### config.mk
export PLATFORM = sky130hd
export DESIGN_NAME = aes_key_schedule_seq_flat
export DESIGN_NICKNAME = d
export VERILOG_FILES = /design/src/rtl/aes_pkg.sv /design/src/rtl/aes_key_schedule_seq_if.sv /design/src/rtl/aes_sbox.sv /design/src/rtl/aes_key_schedule_seq.sv /design/src/flat_wrapper.sv
export SDC_FILE = /design/constraint.sdc
export NUM_CORES = 2
export LEC_CHECK = 0
export BUFFER_PORTS_ARGS = -buffer_cell sky130_fd_sc_hd__buf_4
export CORE_MARGIN = 2
export CORE_UTILIZATION = 30
export DETAILED_ROUTE_END_ITERATION = 8
export PLACE_DENSITY_LB_ADDON = 0.1
export SLEW_MARGIN = 25
export SYNTH_ARGS = -nofsm -noshare
export SYNTH_HDL_FRONTEND = slang
export SYNTH_SLANG_ARGS = --single-unit
### constraint.sdc
create_clock -name clk -period 9.1 [get_ports clk]
set_input_delay 1.82 -clock clk [delete_from_list [all_inputs] [get_ports clk]]
set_output_delay 1.82 -clock clk [all_outputs]
set_load 0.05 [all_outputs]
### src/rtl/aes_pkg.sv
// Shared AES key-schedule definitions: key-length codes, Nk/Nr lookups,
// the controller state type and the GF(2^8) xtime helper used to step rcon.
package aes_pkg;

   localparam logic [1:0] KL_128 = 2'b00;
   localparam logic [1:0] KL_192 = 2'b01;
   localparam logic [1:0] KL_256 = 2'b10;
   localparam logic [1:0] KL_BAD = 2'b11;

   localparam logic [3:0] NK_128 = 4'd4;
   localparam logic [3:0] NK_192 = 4'd6;
   localparam logic [3:0] NK_256 = 4'd8;

   localparam logic [3:0] NR_128 = 4'd10;
   localparam logic [3:0] NR_192 = 4'd12;
   localparam logic [3:0] NR_256 = 4'd14;

   typedef enum logic {
      ST_IDLE   = 1'b0,
      ST_EXPAND = 1'b1
   } ks_state_e;

   // Key length in 32-bit words.
   function automatic logic [3:0] nk_of(input logic [1:0] kl);
      case (kl)
         KL_192:  return NK_192;
         KL_256:  return NK_256;
         default: return NK_128;
      endcase
   endfunction

   // Number of cipher rounds for a key length.
   function automatic logic [3:0] nr_of(input logic [1:0] kl);
      case (kl)
         KL_192:  return NR_192;
         KL_256:  return NR_256;
         default: return NR_128;
      endcase
   endfunction

   // Multiply by x in GF(2^8) modulo the AES polynomial.
   function automatic logic [7:0] xtime(input logic [7:0] b);
      return {b[6:0], 1'b0} ^ (b[7] ? 8'h1b : 8'h00);
   endfunction

endpackage

### src/rtl/aes_key_schedule_seq_if.sv
// Control, key-load and round-key read signals between the key-schedule
// engine (slave) and its controller / round datapath (master).
interface aes_key_schedule_seq_if;

   logic         start;
   logic [1:0]   key_len;
   logic [255:0] key_in;
   logic         busy;
   logic         keys_valid;
   logic         done;
   logic         err;
   logic [3:0]   nr;
   logic         rk_rd;
   logic [3:0]   rk_idx;
   logic [127:0] rk_out;
   logic         rk_valid;

   modport master (
      output start, key_len, key_in, rk_rd, rk_idx,
      input  busy, keys_valid, done, err, nr, rk_out, rk_valid
   );

   modport slave (
      input  start, key_len, key_in, rk_rd, rk_idx,
      output busy, keys_valid, done, err, nr, rk_out, rk_valid
   );

endinterface

### src/rtl/aes_sbox.sv
// Combinational AES forward S-box for one byte, table driven.
module aes_sbox (
   input  logic [7:0] din,
   output logic [7:0] dout
);

   // Entry 0x00 sits in the top byte, so entry b lives at bit offset 8*(255-b) = 8*~b.
   localparam logic [2047:0] SBOX_TBL = {
      128'h637c777bf26b6fc53001672bfed7ab76,
      128'hca82c97dfa5947f0add4a2af9ca472c0,
      128'hb7fd9326363ff7cc34a5e5f171d83115,
      128'h04c723c31896059a071280e2eb27b275,
      128'h09832c1a1b6e5aa0523bd6b329e32f84,
      128'h53d100ed20fcb15b6acbbe394a4c58cf,
      128'hd0efaafb434d338545f9027f503c9fa8,
      128'h51a3408f929d38f5bcb6da2110fff3d2,
      128'hcd0c13ec5f974417c4a77e3d645d1973,
      128'h60814fdc222a908846eeb814de5e0bdb,
      128'he0323a0a4906245cc2d3ac629195e479,
      128'he7c8376d8dd54ea96c56f4ea657aae08,
      128'hba78252e1ca6b4c6e8dd741f4bbd8b8a,
      128'h703eb5664803f60e613557b986c11d9e,
      128'he1f8981169d98e949b1e87e9ce5528df,
      128'h8ca1890dbfe6426841992d0fb054bb16
   };

   assign dout = SBOX_TBL[{~din, 3'b000} +: 8];

endmodule

### src/rtl/aes_key_schedule_seq.sv
// Iterative AES key expansion: one schedule word per clock through a single
// shared SubWord path into a flat register store, then 128-bit round keys
// served by index through a one-cycle registered read port.
// Build option AES_KS_WIDE_KEY_EN: when defined, 192- and 256-bit keys are
// supported; otherwise only 128-bit keys are accepted and the store is 44 words.
module aes_key_schedule_seq
   import aes_pkg::*;
#(
   parameter int NR_MAX = 14
) (
   input logic                   clk,
   input logic                   rst_n,
   aes_key_schedule_seq_if.slave ks
);

`ifdef AES_KS_WIDE_KEY_EN
   localparam int NW = 4 * (NR_MAX + 1);
   localparam int KW = 3;
`else
   localparam int NW = 44;
   localparam int KW = 2;
`endif
   localparam int IW = $clog2(NW + 1);
   localparam int AW = $clog2(NW);

   ks_state_e       state_q, state_d;
   logic [31:0]     w_mem [NW];
   logic [IW-1:0]   i_q;
   logic [IW-1:0]   last_q;
   logic [KW-1:0]   kmod_q;
   logic [7:0]      rcon_q;
   logic [3:0]      nk_q;
   logic [3:0]      nr_q;
   logic            keys_valid_q;
   logic            done_q;
   logic            err_q;
   logic [127:0]    rk_out_p1;
   logic            vld_p1;

   logic            key_ok;
   logic            load_key;
   logic            wr_word;
   logic            finish;
   logic            err_set;
   logic [3:0]      nk_sel;

   logic [31:0]     prev_w;
   logic [31:0]     back_w;
   logic [31:0]     sub_in;
   logic [31:0]     sub_out;
   logic [31:0]     t_w;
   logic [31:0]     new_w;
   logic [AW-1:0]   rd_base;
   logic [127:0]    rk_word;

   assign nk_sel = nk_of(ks.key_len);

`ifdef AES_KS_WIDE_KEY_EN
   assign key_ok = (ks.key_len != KL_BAD);
`else
   assign key_ok = (ks.key_len == KL_128);
`endif

   // Controller state register.
   always_ff @(posedge clk or negedge rst_n) begin
      if (!rst_n) state_q <= ST_IDLE;
      else        state_q <= state_d;
   end

   // Next state and per-cycle strobes; the cycle after the last word write closes out the run.
   always_comb begin
      state_d  = state_q;
      load_key = 1'b0;
      wr_word  = 1'b0;
      finish   = 1'b0;
      err_set  = 1'b0;
      case (state_q)
         ST_IDLE: begin
            if (ks.start) begin
               if (key_ok) begin
                  load_key = 1'b1;
                  state_d  = ST_EXPAND;
               end else begin
                  err_set = 1'b1;
               end
            end
         end
         ST_EXPAND: begin
            if (i_q > last_q) begin
               finish  = 1'b1;
               state_d = ST_IDLE;
            end else begin
               wr_word = 1'b1;
            end
         end
      endcase
   end

   // Expansion counters, rcon stepping and status flags.
   always_ff @(posedge clk or negedge rst_n) begin
      if (!rst_n) begin
         i_q          <= '0;
         last_q       <= '0;
         kmod_q       <= '0;
         rcon_q       <= 8'h01;
         nk_q         <= NK_128;
         nr_q         <= 4'd0;
         keys_valid_q <= 1'b0;
         done_q       <= 1'b0;
         err_q        <= 1'b0;
      end else begin
         done_q <= finish;
         err_q  <= err_set;
         if (load_key) begin
            i_q          <= IW'(nk_sel);
            last_q       <= IW'({nr_of(ks.key_len), 2'b11});
            kmod_q       <= '0;
            rcon_q       <= 8'h01;
            nk_q         <= nk_sel;
            nr_q         <= nr_of(ks.key_len);
            keys_valid_q <= 1'b0;
         end else if (wr_word) begin
            i_q    <= i_q + IW'(1);
            kmod_q <= (kmod_q == KW'(nk_q - 4'd1)) ? '0 : kmod_q + KW'(1);
            if (kmod_q == '0) rcon_q <= xtime(rcon_q);
         end else if (finish) begin
            keys_valid_q <= 1'b1;
         end
      end
   end

   // Same-cycle reads of the 1-back and Nk-back words; RotWord only on kmod==0.
   always_comb begin
      prev_w = w_mem[AW'(i_q - IW'(1))];
      back_w = w_mem[AW'(i_q - IW'(nk_q))];
      sub_in = (kmod_q == '0) ? {prev_w[23:0], prev_w[31:24]} : prev_w;
   end

   for (genvar b = 0; b < 4; b++) begin : g_subword
      aes_sbox u_sbox (
         .din  (sub_in[8*b +: 8]),
         .dout (sub_out[8*b +: 8])
      );
   end

   // Select the schedule transform and form the next word.
   always_comb begin
      t_w = prev_w;
      if (kmod_q == '0) begin
         t_w = sub_out ^ {rcon_q, 24'h0};
`ifdef AES_KS_WIDE_KEY_EN
      end else if (nk_q == NK_256 && kmod_q == KW'(4)) begin
         t_w = sub_out;
`endif
      end
      new_w = back_w ^ t_w;
   end

   // Word store: key words on load, one expanded word per EXPAND cycle.
   always_ff @(posedge clk) begin
      if (load_key) begin
         for (int j = 0; j < 8; j++) begin
            if (j < int'(nk_sel)) w_mem[j] <= ks.key_in[255-32*j -: 32];
         end
      end else if (wr_word) begin
         w_mem[AW'(i_q)] <= new_w;
      end
   end

   // Gather the four words of the requested round key.
   always_comb begin
      rd_base = AW'({ks.rk_idx, 2'b00});
      rk_word = {w_mem[rd_base], w_mem[rd_base + AW'(1)],
                 w_mem[rd_base + AW'(2)], w_mem[rd_base + AW'(3)]};
   end

   // Registered round-key read port; out-of-range indices return zero.
   always_ff @(posedge clk or negedge rst_n) begin
      if (!rst_n) begin
         rk_out_p1 <= '0;
         vld_p1    <= 1'b0;
      end else if (ks.rk_rd && keys_valid_q) begin
         vld_p1    <= 1'b1;
         rk_out_p1 <= (ks.rk_idx <= nr_q) ? rk_word : '0;
      end else begin
         vld_p1 <= 1'b0;
      end
   end

   assign ks.busy       = (state_q == ST_EXPAND);
   assign ks.keys_valid = keys_valid_q;
   assign ks.done       = done_q;
   assign ks.err        = err_q;
   assign ks.nr         = nr_q;
   assign ks.rk_out     = rk_out_p1;
   assign ks.rk_valid   = vld_p1;

endmodule
### src/flat_wrapper.sv
// flat-port wrapper written by rule: the top's interface ports become plain ports
module aes_key_schedule_seq_flat import aes_pkg::*;
#(
   parameter int NR_MAX = 14
)
  (clk, rst_n, ks_start, ks_key_len, ks_key_in, ks_rk_rd, ks_rk_idx, ks_busy, ks_keys_valid, ks_done, ks_err, ks_nr, ks_rk_out, ks_rk_valid);
  aes_key_schedule_seq_if ks_i ();
  input logic clk;
  input logic rst_n;
  input wire logic [$bits(ks_i.start)-1:0] ks_start;
  input wire logic [$bits(ks_i.key_len)-1:0] ks_key_len;
  input wire logic [$bits(ks_i.key_in)-1:0] ks_key_in;
  input wire logic [$bits(ks_i.rk_rd)-1:0] ks_rk_rd;
  input wire logic [$bits(ks_i.rk_idx)-1:0] ks_rk_idx;
  output wire logic [$bits(ks_i.busy)-1:0] ks_busy;
  output wire logic [$bits(ks_i.keys_valid)-1:0] ks_keys_valid;
  output wire logic [$bits(ks_i.done)-1:0] ks_done;
  output wire logic [$bits(ks_i.err)-1:0] ks_err;
  output wire logic [$bits(ks_i.nr)-1:0] ks_nr;
  output wire logic [$bits(ks_i.rk_out)-1:0] ks_rk_out;
  output wire logic [$bits(ks_i.rk_valid)-1:0] ks_rk_valid;
  assign ks_i.start = ks_start;
  assign ks_i.key_len = ks_key_len;
  assign ks_i.key_in = ks_key_in;
  assign ks_i.rk_rd = ks_rk_rd;
  assign ks_i.rk_idx = ks_rk_idx;
  assign ks_busy = ks_i.busy;
  assign ks_keys_valid = ks_i.keys_valid;
  assign ks_done = ks_i.done;
  assign ks_err = ks_i.err;
  assign ks_nr = ks_i.nr;
  assign ks_rk_out = ks_i.rk_out;
  assign ks_rk_valid = ks_i.rk_valid;
  aes_key_schedule_seq #(.NR_MAX(NR_MAX)) u_core (.clk(clk), .rst_n(rst_n), .ks(ks_i));
endmodule
==> run_results.csv <==
group,metric,value,unit
worst_setup_path,crit_path_max_incr_delay,770,ps
floorplan,core,362200,um2
floorplan,rows,221,
placement,dp.cells,13280,
routing,dr.pass1.iters,6,
synthesis,ys_ff_latch,1691,
outcome,outcome,"finished, final reports clean",
timing,fmax,0.1170,GHz
worst_setup_path,cp_data_required_time,9660,ps
grt,grt_antenna_before_repair,47,
cts,cts-root-buf,"clkbuf_16",
layout,final_area,128500,um2
grt,globalRoute.totalOverflow,0,
cts,cts_buffers,197,
layout,drive_gt1_share,34.37,%
synthesis,syn_area_per_cell,13.44,um2
routing,viasPerCell,6.645,
worst_setup_path,path_class,"reg -> reg",
synthesis,seq_area_frac_synth,45.86,%
synthesis,yosys_warnings,0,
layout,multi_input_area,55840,um2
synthesis,syn_area,109100,um2
synthesis,syn_inst,8113,
routing,drt_wl_total,619500,um
worst_setup_path,path_delay_family,"compound AO/OA/AOI/OAI gates",
cts,clk_pin_slew,70,ps
placement,post_dp_cell_area,122100,um2
placement,io_buffers,401,
placement,place_hpwl,435900,um
timing,holdWs,478.4,ps
worst_setup_path,cp_cell_sequence,"inv_1 -> ha_4 -> buf_12 -> mux4_2 -> mux2i_1 -> a21oi_1 -> a2111oi_2 -> buf_4 -> a211o_1 -> nand2_1 -> inv_1 -> ha_1 -> inv_1 -> a21oi_1 -> a31oi_1 -> a221oi_1 -> o311ai_0 -> o211ai_2 -> xor2_2 -> buf_4 -> buf_4 -> xor2_2 -> buf_4 -> a31oi_1",
worst_setup_path,cp_num_buf_inv,8,
grt,grt_pass1_vias,88060,
layout,final_common_cell,"edfxtp_1",
layout,fillers,35080,
timing,relSlewSlack,23.26,%
cts,postCtsResizedCells,0,
worst_setup_path,cp-end-kind,"flip-flop",
worst_setup_path,worstSetupStartpointType,"flip-flop",
grt,grt_max_degree,129,
floorplan,die_y,606.9,um
floorplan,die_x,606.9,um
run,max-cap-violations,0,
layout,area_delta_synth_final,17.83,%
worst_setup_path,cp.arrival,9100,ps
timing,setup_viol,0,
routing,post-route-drc-count,0,
routing,vias,90780,
worst_setup_path,cp_common_cell,"buf_4",
timing,period_needed,8544,ps
floorplan,io-pin-count,403,
grt,grt_pass1_wl,821900,um
synthesis,synth_flop_cell,"edfxtp_1",
synthesis,syn_nets,8451,
cts,cts_buffer_depth,4,
layout,stdcell_count,13660,
floorplan,initial_core_util,30.11,%
cts,cts_sinks,1691,
synthesis,synth_edf_count,1536,
grt,grt_use_total,32.91,%
layout,final_nets,9024,
worst_setup_path,crit_path_max_fanout,35,
cts,clock_latency,910,ps
timing,post-route-period-util,93.89,%
routing,wl_per_cell,45.34,um
layout,regArea,50010,um2
worst_setup_path,slowest_stage,"ha_4",
timing,skew,66.17,ps
layout,mostFrequentLayoutCells,"edfxtp_1, mux4_2, buf_4",
cts,postCtsSetupBuffers,0,
timing,fin_setup_tns,0,ps
timing,rsz0062_at_grt,"no",
cts,cts_tree,"yes",
routing,drt_iter0_markers,13470,
placement,place_congestion,0.9947,
synthesis,synth_cell_types,124,
timing,slew_violations,0,
worst_hold_path,min_path_type,"reg -> reg",
synthesis,ys_async_sr_fraction,9.166,%
timing,tightestPinTransition,1151,ps
cts,htree_levels,4,
timing,hold_viol,0,
cts,cts_hold_buf,0,
routing,drtAntennaViolNets,0,
floorplan,dieArea,368300,um2
worst min-delay path, stage by stage, from the launching register on:
cell and delay (ps):
dfrtp_1 340, nand2_1 50, o21ai_0 60
metrics by stage:
stage          util [%]  setup WS, ps
3_5_place_dp      33.71         895.9
2_1_floorplan         -         46.23
6_report          35.47         555.6
5_1_grt           35.46         431.4
4_1_cts           35.45         801.9
3_3_place_gp      33.67         509.2
state kept, by name, summed over array words and instances (netlist names):
| register | count |
|---|---|
| u_core.i_q | 6 |
| u_core.kmod_q | 2 |
| u_core.ks.busy | 1 |
| u_core.ks.done | 1 |
| u_core.ks.err | 1 |
| u_core.ks.keys_valid | 1 |
| u_core.ks.nr | 2 |
| u_core.ks.rk_out | 128 |
| u_core.ks.rk_valid | 1 |
| u_core.last_q | 1 |
| u_core.nk_q | 3 |
| u_core.rcon_q | 8 |
| u_core.w_mem | 1536 |
kinds of logic (layout without fill, tap and decap cells):
logic type | Yosys count | in the layout | synth area share, %
adder cells (fa/ha/maj) | 72 | 72 | 0.8330
AO/OA/AOI/OAI | 1944 | 1944 | 11.83
buffers and inverters | 887 | 1615 | 3.861
flip-flops | 1691 | 1691 | 45.86
AND/OR/NAND/NOR | 1843 | 1843 | 7.656
multiplexers | 1608 | 1608 | 29.34
XOR/XNOR | 67 | 67 | 0.6207
other | 1 | 29 | 0.003439
synth_stat cells, drive strengths merged (42+ instances only):
cell / instances / area, um2
a2111oi: 47 / 449.2
a211oi: 119 / 918.4
a21oi: 436 / 2212
a22oi: 45 / 342.8
a31oi: 92 / 581.8
and3: 62 / 387.9
buf: 391 / 2347
clkbuf: 411 / 1544
dfrtp: 153 / 3829
edfxtp: 1536 / 46120
ha: 71 / 888.4
inv: 82 / 307.8
mux2: 62 / 698.2
mux2i: 283 / 2849
mux4: 1263 / 28440
nand2: 667 / 2511
nand3: 210 / 1066
nand4: 52 / 325.3
nor2: 524 / 1972
nor3: 145 / 757.0
o211ai: 96 / 740.7
o21ai: 531 / 2673
o221ai: 44 / 391.6
o22ai: 44 / 275.3
o311ai: 53 / 464.2
o31ai: 53 / 407.9
xnor2: 42 / 412.9
worst paths after layout:
path	start	to	slack, ps	depth (start not counted)
setup reg to reg	u_core.i_q[1]	u_core.w_mem[0][31]	560	24
min in group asynchronous	rst_n	u_core.ks.rk_out[13]	890	1
max in group asynchronous	rst_n	u_core.i_q[0]	6900	2
setup / recovery	u_core.i_q[1]	u_core.w_mem[0][31]	560	24
hold / removal	u_core.ks.rk_out[90]	u_core.ks.rk_out[90]	480	2
hold reg to reg	u_core.ks.rk_out[90]	u_core.ks.rk_out[90]	480	2
metal layers:
metal	vias to the layer above	GRT usage, %	wire, um
met5	-	0	98
met4	16	22.71	52240
met3	1374	5.987	53990
met2	6432	51.92	283200
met1	48220	41.06	229900
li1	34740	-	-
cell type report:
class / count / share of cell area, %
diodes: 28 / 0.05453
multi-input cells: 5535 / 43.46
well taps: 4794 / 4.668
repair buffers: 1176 / 7.750
clock buffers: 242 / 4.104
flip-flops and latches: 1691 / 38.92
clock inverters: 112 / 0.7975
inverters: 85 / 0.2493
Power is left out: the tool's default activity adds up to more than one toggle a clock period on the data nets, which glitch-free logic cannot reach.
